### src/rtl/fpu_seq.sv
// Multi-cycle start/busy/ready sequencer around a combinational FPU.
// Holds registered operands stable for LATENCY cycles, then captures the FPU result.
module fpu_seq #(
  parameter int unsigned LATENCY = 3
) (
  input  logic        clk,
  input  logic        rst,
  input  logic        start_i,
  input  logic [1:0]  op_i,
  input  logic [31:0] a_i,
  input  logic [31:0] b_i,
  input  logic [4:0]  reg_waddr_i,
  output logic [31:0] fpu_a_o,
  output logic [31:0] fpu_b_o,
  output logic [1:0]  fpu_op_o,
  input  logic [31:0] fpu_result_i,
  output logic [31:0] result_o,
  output logic        ready_o,
  output logic        busy_o,
  output logic [4:0]  reg_waddr_o
);

  localparam int unsigned DW  = 32;
  localparam int unsigned OPW = 2;
  localparam int unsigned AW  = 5;
  localparam int unsigned CW  = 4;
  localparam logic [CW-1:0] CNT_LAST = CW'(LATENCY - 32'd1);

  typedef enum logic [1:0] {
    IDLE = 2'd0,
    RUN  = 2'd1,
    DONE = 2'd2
  } state_e;

  state_e         state_q, state_d;
  logic [CW-1:0]  cnt_q, cnt_d;
  logic [DW-1:0]  fpu_a_q, fpu_a_d;
  logic [DW-1:0]  fpu_b_q, fpu_b_d;
  logic [OPW-1:0] fpu_op_q, fpu_op_d;
  logic [DW-1:0]  result_q, result_d;
  logic [AW-1:0]  waddr_q, waddr_d;
  logic           ready_q, ready_d;
  logic           busy_q, busy_d;

  // Next-state and registered-output logic; abort wins over completion in RUN.
  always_comb begin
    state_d  = state_q;
    cnt_d    = cnt_q;
    fpu_a_d  = fpu_a_q;
    fpu_b_d  = fpu_b_q;
    fpu_op_d = fpu_op_q;
    result_d = result_q;
    waddr_d  = waddr_q;
    ready_d  = 1'b0;
    busy_d   = busy_q;

    unique case (state_q)
      IDLE: begin
        if (start_i) begin
          fpu_a_d  = a_i;
          fpu_b_d  = b_i;
          fpu_op_d = op_i;
          waddr_d  = reg_waddr_i;
          cnt_d    = '0;
          busy_d   = 1'b1;
          state_d  = RUN;
        end
      end
      RUN: begin
        if (!start_i) begin
          busy_d  = 1'b0;
          state_d = IDLE;
        end else if (cnt_q == CNT_LAST) begin
          result_d = fpu_result_i;
          ready_d  = 1'b1;
          busy_d   = 1'b0;
          state_d  = DONE;
        end else begin
          cnt_d = cnt_q + CW'(1);
        end
      end
      DONE: begin
        // start_i deliberately ignored here so a stale request cannot re-trigger.
        state_d = IDLE;
      end
      default: begin
        busy_d  = 1'b0;
        state_d = IDLE;
      end
    endcase
  end

  always_ff @(posedge clk or negedge rst) begin
    if (!rst) begin
      state_q  <= IDLE;
      cnt_q    <= '0;
      fpu_a_q  <= '0;
      fpu_b_q  <= '0;
      fpu_op_q <= '0;
      result_q <= '0;
      waddr_q  <= '0;
      ready_q  <= 1'b0;
      busy_q   <= 1'b0;
    end else begin
      state_q  <= state_d;
      cnt_q    <= cnt_d;
      fpu_a_q  <= fpu_a_d;
      fpu_b_q  <= fpu_b_d;
      fpu_op_q <= fpu_op_d;
      result_q <= result_d;
      waddr_q  <= waddr_d;
      ready_q  <= ready_d;
      busy_q   <= busy_d;
    end
  end

  assign fpu_a_o     = fpu_a_q;
  assign fpu_b_o     = fpu_b_q;
  assign fpu_op_o    = fpu_op_q;
  assign result_o    = result_q;
  assign reg_waddr_o = waddr_q;
  assign ready_o     = ready_q;
  assign busy_o      = busy_q;

endmodule

### config.mk
export PLATFORM = sky130hd
export DESIGN_NAME = fpu_seq
export DESIGN_NICKNAME = d
export VERILOG_FILES = /design/src/rtl/fpu_seq.sv
export SDC_FILE = /design/constraint.sdc
export NUM_CORES = 1
export LEC_CHECK = 0
export BUFFER_PORTS_ARGS = -buffer_cell sky130_fd_sc_hd__clkbuf_2
export CAP_MARGIN = 20
export CORE_ASPECT_RATIO = 1.75
export CORE_MARGIN = 2
export CORE_UTILIZATION = 51
export CTS_BUF_LIST = sky130_fd_sc_hd__clkbuf_2 sky130_fd_sc_hd__clkbuf_4 sky130_fd_sc_hd__clkbuf_8
export CTS_CLUSTER_SIZE = 16
export DETAILED_ROUTE_END_ITERATION = 12
export GPL_TIMING_DRIVEN = 1
export HOLD_SLACK_MARGIN = 0.02
export PLACE_DENSITY = 0.87
export SLEW_MARGIN = 20
export SYNTH_ARGS = -nofsm -noshare
export SYNTH_HDL_FRONTEND = slang
export SYNTH_SLANG_ARGS = --single-unit
### constraint.sdc
create_clock -name clk -period 4.2 [get_ports clk]
set_clock_uncertainty 0.15 [all_clocks]
set_input_delay 0.42 -clock clk [delete_from_list [all_inputs] [get_ports clk]]
set_output_delay 0.42 -clock clk [all_outputs]
set_load 0.02 [all_outputs]
==> Word-level counts from Yosys, hierarchy flattened <==
Cells that the tools add are included.
{ "totals": {"reg_bits": 111, "inputBits": 106, "output_inout_bits": 105, "word_cells": 40} }
{ "op_classes": {"add_sub_neg": 1, "n_eq_ne": 7, "muxes": 15, "bitwise": 1, "n_reduce_logical": 7} }
{ "op_table": {"columns": ["op", "count"], "rows": [
  ["4-bit 2-to-1 mux", 3],
  ["4-bit case mux with 2 select lines", 1],
  ["1-bit 2-to-1 mux", 6],
  ["2-bit 2-to-1 mux", 3],
  ["2-bit != test, second input constant", 3],
  ["3-bit AND reduction", 2],
  ["4-bit by 1-bit adder with 4-bit output, second input constant", 1],
  ["4-bit by 2-bit == test with 1-bit output, second input constant", 1],
  ["2-bit case mux with 2 select lines", 1],
  ["2-bit AND reduction", 2],
  ["4-bit AND reduction", 1],
  ["3-bit != test, second input constant", 1],
  ["1-bit case mux with 3 select lines", 1],
  ["2-bit by 1-bit == test with 1-bit output, second input constant", 1],
  ["2-bit == test, second input constant", 1],
  ["2-bit zero test", 1],
  ["2-bit nonzero test", 1],
  ["1-bit NOT", 1]
]} }

==> Longest topological paths before layout <==
Gate-level depths: netlist of run 1.
{ "logic_depth": {"word_depth": 4, "depth_mapped": 7, "mapped_depth_nobuf": 5} }

==> Worst setup path after synthesis of run 1 <==
Ideal clock, no wire load.
{ "synth_path": {"path_kind": "register to register", "startpoint": "register cnt_q[0]", "endpoint": "register result_q[10], in the netlist result_o[10]", "setup_time_ns": 0.125, "arrival_ns": 1.574, "required_time_ns": 3.925, "path_slack_ns": 2.351, "stages_incl_launch_ff": 8, "n_path_buf": 2, "period_less_slack_ns": 1.849, "cell_sequence": "dfrtp_1 > inv_1 > ha_1 > nor3b_4 > and3_1 > buf_6 > buf_12 > mux2_4"} }
{ "synth_between": {"elab_chain_cells": 2} }
{ "synth_rtl": {"columns": ["item", "line", "text"], "rows": [
  ["from (decl)", "36", "logic [CW-1:0] cnt_q, cnt_d;"],
  ["from (signal assigned)", "106", "cnt_q <= cnt_d;"],
  ["4-bit by 2-bit == test with 1-bit output", "73", "end else if (cnt_q == CNT_LAST) begin"],
  ["3-bit AND reduction (no line)", null, null],
  ["to (signal assigned)", "110", "result_q <= result_d;"],
  ["to (decl)", "40", "logic [DW-1:0] result_q, result_d;"]
]} }
No other way between the ends.
A chain may end at the register's enable or synchronous reset.

==> Worst setup path in the final report of run 1 <==
{ "layout_path": {"startpoint": "register cnt_q[0]", "endpoint": "register result_q[1], in the netlist result_o[1]"} }
Same word-level chain as after synthesis.

==> results of run 1 <==
## layer usage
| layer | global-route usage [%] | vias up | share of wire, % |
|---|---|---|---|
| met5 | 0 | - | 0 |
| met2 | 35.77 | 121 | 55 |
| met4 | 8.984 | 0 | 2.5 |
| met1 | 22.50 | 1409 | 36 |
| met3 | 4.880 | 16 | 6.0 |
| li1 | - | 1313 | - |
## worst max-delay path, cell delays in order (launching register included)
cell,delay (ps)
dfrtp_1,440
inv_1,90
ha_1,170
nor3b_4,260
and3_2,910
mux2_2,420
## worst paths after layout
check,startpoint,slack [ps],cells after the start,end
max in group asynchronous,rst,2830,2,fpu_a_o[27]
worst min-delay path,rst,40,1,result_o[26]
worst max register to register,cnt_q[0],1650,5,result_o[1]
worst min register to register,fpu_b_o[18],360,1,fpu_b_o[18]
min in group clk,b_i[8],130,2,fpu_b_o[8]
worst max-delay path,cnt_q[0],1650,5,result_o[1]
## registers in the layout (all words and copies together) (netlist names)
register     count
busy_o           1
cnt_q            4
fpu_a_o         32
fpu_b_o         32
fpu_op_o         2
ready_o          1
reg_waddr_o      5
result_o        32
state_q          2
## kinds of logic (layout without fill, tap and decap cells)
group                      count (synthesis)  in the layout  synth area share, %
AOI/OAI and AO/OA                          8              8                1.094
adders and majority gates                  2              2               0.5756
buffers and inverters                     15            232                2.792
DFF                                      111            111                63.90
muxes                                    103            103                29.19
and+or+nand+nor                           17             17                2.447
## cells in the mapped netlist, types with 2 or more instances
cell and n:
dfrtp_1 111, mux2_2 74, mux2_4 29, buf_2 7, inv_1 4, nand2_1 4
o21ai_0 4, buf_12 3, nand3_1 3, a21oi_1 2, and3_1 2, ha_1 2
nand2b_1 2, o311ai_0 2
## area by class of cell
| type | instances | area (um2) | area share (%) |
|---|---|---|---|
| flip-flops and latches | 111 | 2778 | 48.87 |
| multi-input cells | 130 | 1451 | 25.53 |
| repair buffers | 213 | 1076 | 18.93 |
| clock buffers | 12 | 152.6 | 2.685 |
| well taps | 115 | 143.9 | 2.531 |
| clock inverters | 3 | 67.56 | 1.189 |
| inverters | 4 | 15.01 | 0.2641 |
## per-stage QoR
stage | power [mW] | setup WS (ps)
after CTS | 4.671 | 1655
final | 4.623 | 1652
after global placement | 3.883 | 1779
after detailed placement | 3.971 | 1678
after global routing | 4.887 | 1543
after floorplan | 3.226 | 2351
## report_power, final
part / switching [mW] / leakage [nW] / internal (mW)
Combinational: 1.13 / 1.48 / 0.906
Sequential: 0.299 / 1.33 / 1.59
Clock: 0.333 / 0.110 / 0.363
Total: 1.76 / 2.91 / 2.86
==> results.cfg, run 1 <==
[run_status]
run_status = completed

[synth]
synth-async-reset-ratio_pct = 100.0
synth.yosys.seq_area_share_pct = 63.90
synth.distinct_cells = 21
main_flop_type_after_synthesis = dfrtp_1
ys_top_cells_by_area = dfrtp_1 (64%), mux2_2 (19%), mux2_4 (10%)
postSynthCellCount = 256
ys_seq_elements = 111
synth.largest_area_cell = dfrtp_1
ys.warnings.count = 0
syn-num-nets = 364
number_of_flops_mapped_to_enable_cells_by_yosys = 0
yosysTopAreaCellShare_pct = 63.90
syn_area_per_cell_um2 = 16.98
mappedNetlistArea_um2 = 4347

[die]
fp.dieH_um = 126.1
chipWidth_um = 73.79
num_rows = 44
fp.dieArea_um2 = 9306
pin_count = 211
core-area_um2 = 8313
initial_core_util_pct = 52.29

[worst_setup_path]
cp_max_fo = 33
setup.worst_path.end_class = flip-flop
timing.critical_path.from_type = flip-flop
cp_data_arrival_time_ps = 2640
worstPathRequired_ps = 4290
criticalPathCategory = reg2reg

[drt]
wirelength_um = 9276
first_pass_iters = 4
drt_first_iter_violations = 142
number_of_nets_with_antenna_violations_after_detailed_routing = 0
remaining_drc_errors = 0
routed_wire_length_per_instance_um = 15.78
num_vias = 2859
vias_per_cell = 4.862

[placed_design]
numPortBuffers = 210
placed_cells = 573
routabilityCongestion = 0.8018
dp_hpwl_um = 7023
cell_area_reported_after_detailed_placement_um2 = 5464

[timing]
setup-violations-final = 0
fin_worst_hold_slack_ps = 36.35
timing.final.crit_share_pct = 60.66
maxClockFrequency_ghz = 0.3925
timing.final.max_slew_violations = 0
rsz0062_at_grt = no
worst-slew-pin-transition_ps = 1017
final-hold-violation-count = 0
timing.slew.headroom_pct = 32.22
setup_total_negative_slack_ps = 0
final.min_clock_period_ps = 2548

[final_layout]
finalInstanceArea_um2 = 5684
mostFrequentLayoutCells = clkbuf_2 (209), dfrtp_1 (111), mux2_2 (74)
utilization_pct = 68.38
flow.area_growth_from_synthesis_pct = 30.77
num_antenna_cells = 0
layout.nets = 577
final_layout_size_suffix_gt1_share_pct = 70.82
finalNonFillerCells = 588
layout.filler_cells = 595
layout.cells.most_common = clkbuf_2

[global_routing]
grt_start_max_net_pins = 75
groute.usage.overall_pct = 20.33
global_route.overflow_total = 0
grt_first_pass_wirelength_um = 14480
grt_antenna_before_repair = 0
first_global_vias = 3030

[cts]
cts.clk_slew.worst_paths_ps = 100
clock_tree.root_cell = clkbuf_8
h-tree-depth = 3
clock_latency_ps = 350
cts-root-to-sink-buffers = 2
cts.repair.resized = 0
cts.repair_timing.setup_buffer_count = 0
cts_tree = built
number_of_clock_buffers_inserted_by_tritoncts = 9
clock_sink_count = 111
ctsHoldBuffers = 0

[power]
power-per-cell-area_nw_per_um2 = 813.2
p_leak_nw = 2.914
peak_vdd_ir_v = 0.0004103

[worst_hold_path]
worst_hold_path_type = in2async

[run]
cap_viol_max_count = 0
(Power assumes the default switching activity.)
==> run 2, diff against run 1 <==
Settings changed: CORE_UTILIZATION 51 to 48, PLACE_DENSITY 0.87 to 0.83.
Clock period 4.2 ns to 2.5 ns, I/O delays scaled along.
==> run 2 against run 1 <==
Clock-buffer cell count shrank 3. Total power rose by 70%. Critical path depth up 1. Combinational power grew 80%. Final area is 18% higher. Die area rose by 6.0%. Critical endpoint unchanged.
==> results.cfg, run 2 (synthesized netlist as in run 1, its figures left out) <==
[worst_setup_path]
critical_path.cell_chain = inv_1 -> ha_1 -> nor3b_4 -> and3_2 -> buf_12 -> mux2_2
worstPathRequired_ps = 2600
cp_max_fo = 33
critical_path.slowest_cell = dfrtp_1
criticalPathCategory = reg2reg
setup.worst_path.end_class = flip-flop
cp_data_arrival_time_ps = 2170
timing.critical_path.from_type = flip-flop
critical-path-max-stage-delay_ps = 450

[die]
core-area_um2 = 8921
fp.dieH_um = 129.9
fp.dieArea_um2 = 9863
pin_count = 211
initial_core_util_pct = 48.72
num_rows = 46
chipWidth_um = 75.94

[worst_hold_path]
worst_hold_path_type = in2reg

[power]
peak_vdd_ir_v = 0.0007853
finalPower_mw = 7.863
p_leak_nw = 3.343
power-per-cell-area_nw_per_um2 = 1168

[global_routing]
globalRouteMet3Util_pct = 7.815
globalRouteMet2Util_pct = 44.75
grt.met1_usage_pct = 26.15
grt_start_max_net_pins = 57
grt_first_pass_wirelength_um = 18730
groute.usage.overall_pct = 24.60
first_global_vias = 3689
grt_antenna_before_repair = 1
most_used_routing_layer_in_global_routing = met2
global_route.overflow_total = 0

[timing]
rsz0062_at_grt = no
timing.final.max_slew_violations = 0
setup-violations-final = 0
timing.final.crit_share_pct = 83.09
worst-slew-pin-transition_ps = 717.5
timing.slew.headroom_pct = 52.17
fin_worst_hold_slack_ps = 214.4
final.min_clock_period_ps = 2077
postLayoutSetupSlackWorst_ps = 422.7
setup_total_negative_slack_ps = 0
maxClockFrequency_ghz = 0.4814
final-hold-violation-count = 0

[placed_design]
dp_hpwl_um = 7191
cell_area_reported_after_detailed_placement_um2 = 5515
worst_setup_slack_before_clock_tree_synthesis_ps = 449.7
routabilityCongestion = 0.7488
placed_cells = 579
numPortBuffers = 210

[drt]
vias_per_cell = 4.876
number_of_nets_with_antenna_violations_after_detailed_routing = 0
drt_first_iter_violations = 139
routed_wire_length_per_instance_um = 17.21
remaining_drc_errors = 0
first_pass_iters = 4
wirelength_um = 12060
num_vias = 3418

[final_layout]
finalNonFillerCells = 701
utilization_pct = 75.47
flow.area_growth_from_synthesis_pct = 54.89
layout.nets = 682
final_layout_size_suffix_gt1_share_pct = 58.20
layout.cells.most_common = clkbuf_2
finalInstanceArea_um2 = 6733
mostFrequentLayoutCells = clkbuf_2 (209), dfrtp_1 (111), dlygate4sd3_1 (104)

[cts]
clock_sink_count = 111
cts_tree = built
ctsHoldBuffers = 104
h-tree-depth = 3
clock_tree.root_cell = clkbuf_8
cts.repair.resized = 0
cts-root-to-sink-buffers = 2
cts.clk_slew.worst_paths_ps = 100
number_of_clock_buffers_inserted_by_tritoncts = 9
clock_latency_ps = 360
cts.repair_timing.setup_buffer_count = 0

[run_status]
run_status = completed

[run]
cap_viol_max_count = 0
-- run 2: power breakdown --
group / leakage, nW / internal [mW] / switching, mW
combinational: 1.93 / 1.64 / 2.02
clock: 0.0858 / 0.365 / 0.605
sequential: 1.33 / 2.67 / 0.553
-- run 2: worst paths after layout --
kind                             start           to  slack [ps]  cells after the start
setup reg to reg              cnt_q[0]  result_o[1]         420                      6
hold / removal                 start_i   state_q[0]         210                      4
min in group asynchronous          rst  fpu_a_o[25]         330                      2
setup / recovery              cnt_q[0]  result_o[1]         420                      6
max in group asynchronous          rst  fpu_a_o[13]        1080                      3
hold reg to reg            fpu_b_o[25]  fpu_b_o[25]         370                      1
-- run 2: layout make-up --
| type | count | area, um2 |
|---|---|---|
| sequential | 111 | 2778 |
| fill | 525 | 2188 |
| timing repair buffer | 318 | 2162 |
| multi-input combinational | 130 | 1451 |
| tap | 120 | 150.1 |
| clock buffer | 9 | 123.9 |
| clock inverter | 7 | 47.55 |
| inverter | 4 | 15.01 |
| antenna | 2 | 5.005 |
-- run 2: metal layers --
metal  part of all wire (%)  up-vias
met4                    3.7        0
met5                      0        -
met1                     35     1689
met2                     55      160
met3                    6.5       36
li1                       -     1533
-- run 2: critical path: cells and delay by family, from the launching register on --
kind                     cells  cell delay, ps
buffers and inverters        2             330
adder cells (fa/ha/maj)      1             170
flip-flops                   1             450
multiplexers                 1             370
AND/OR/NAND/NOR              2             490
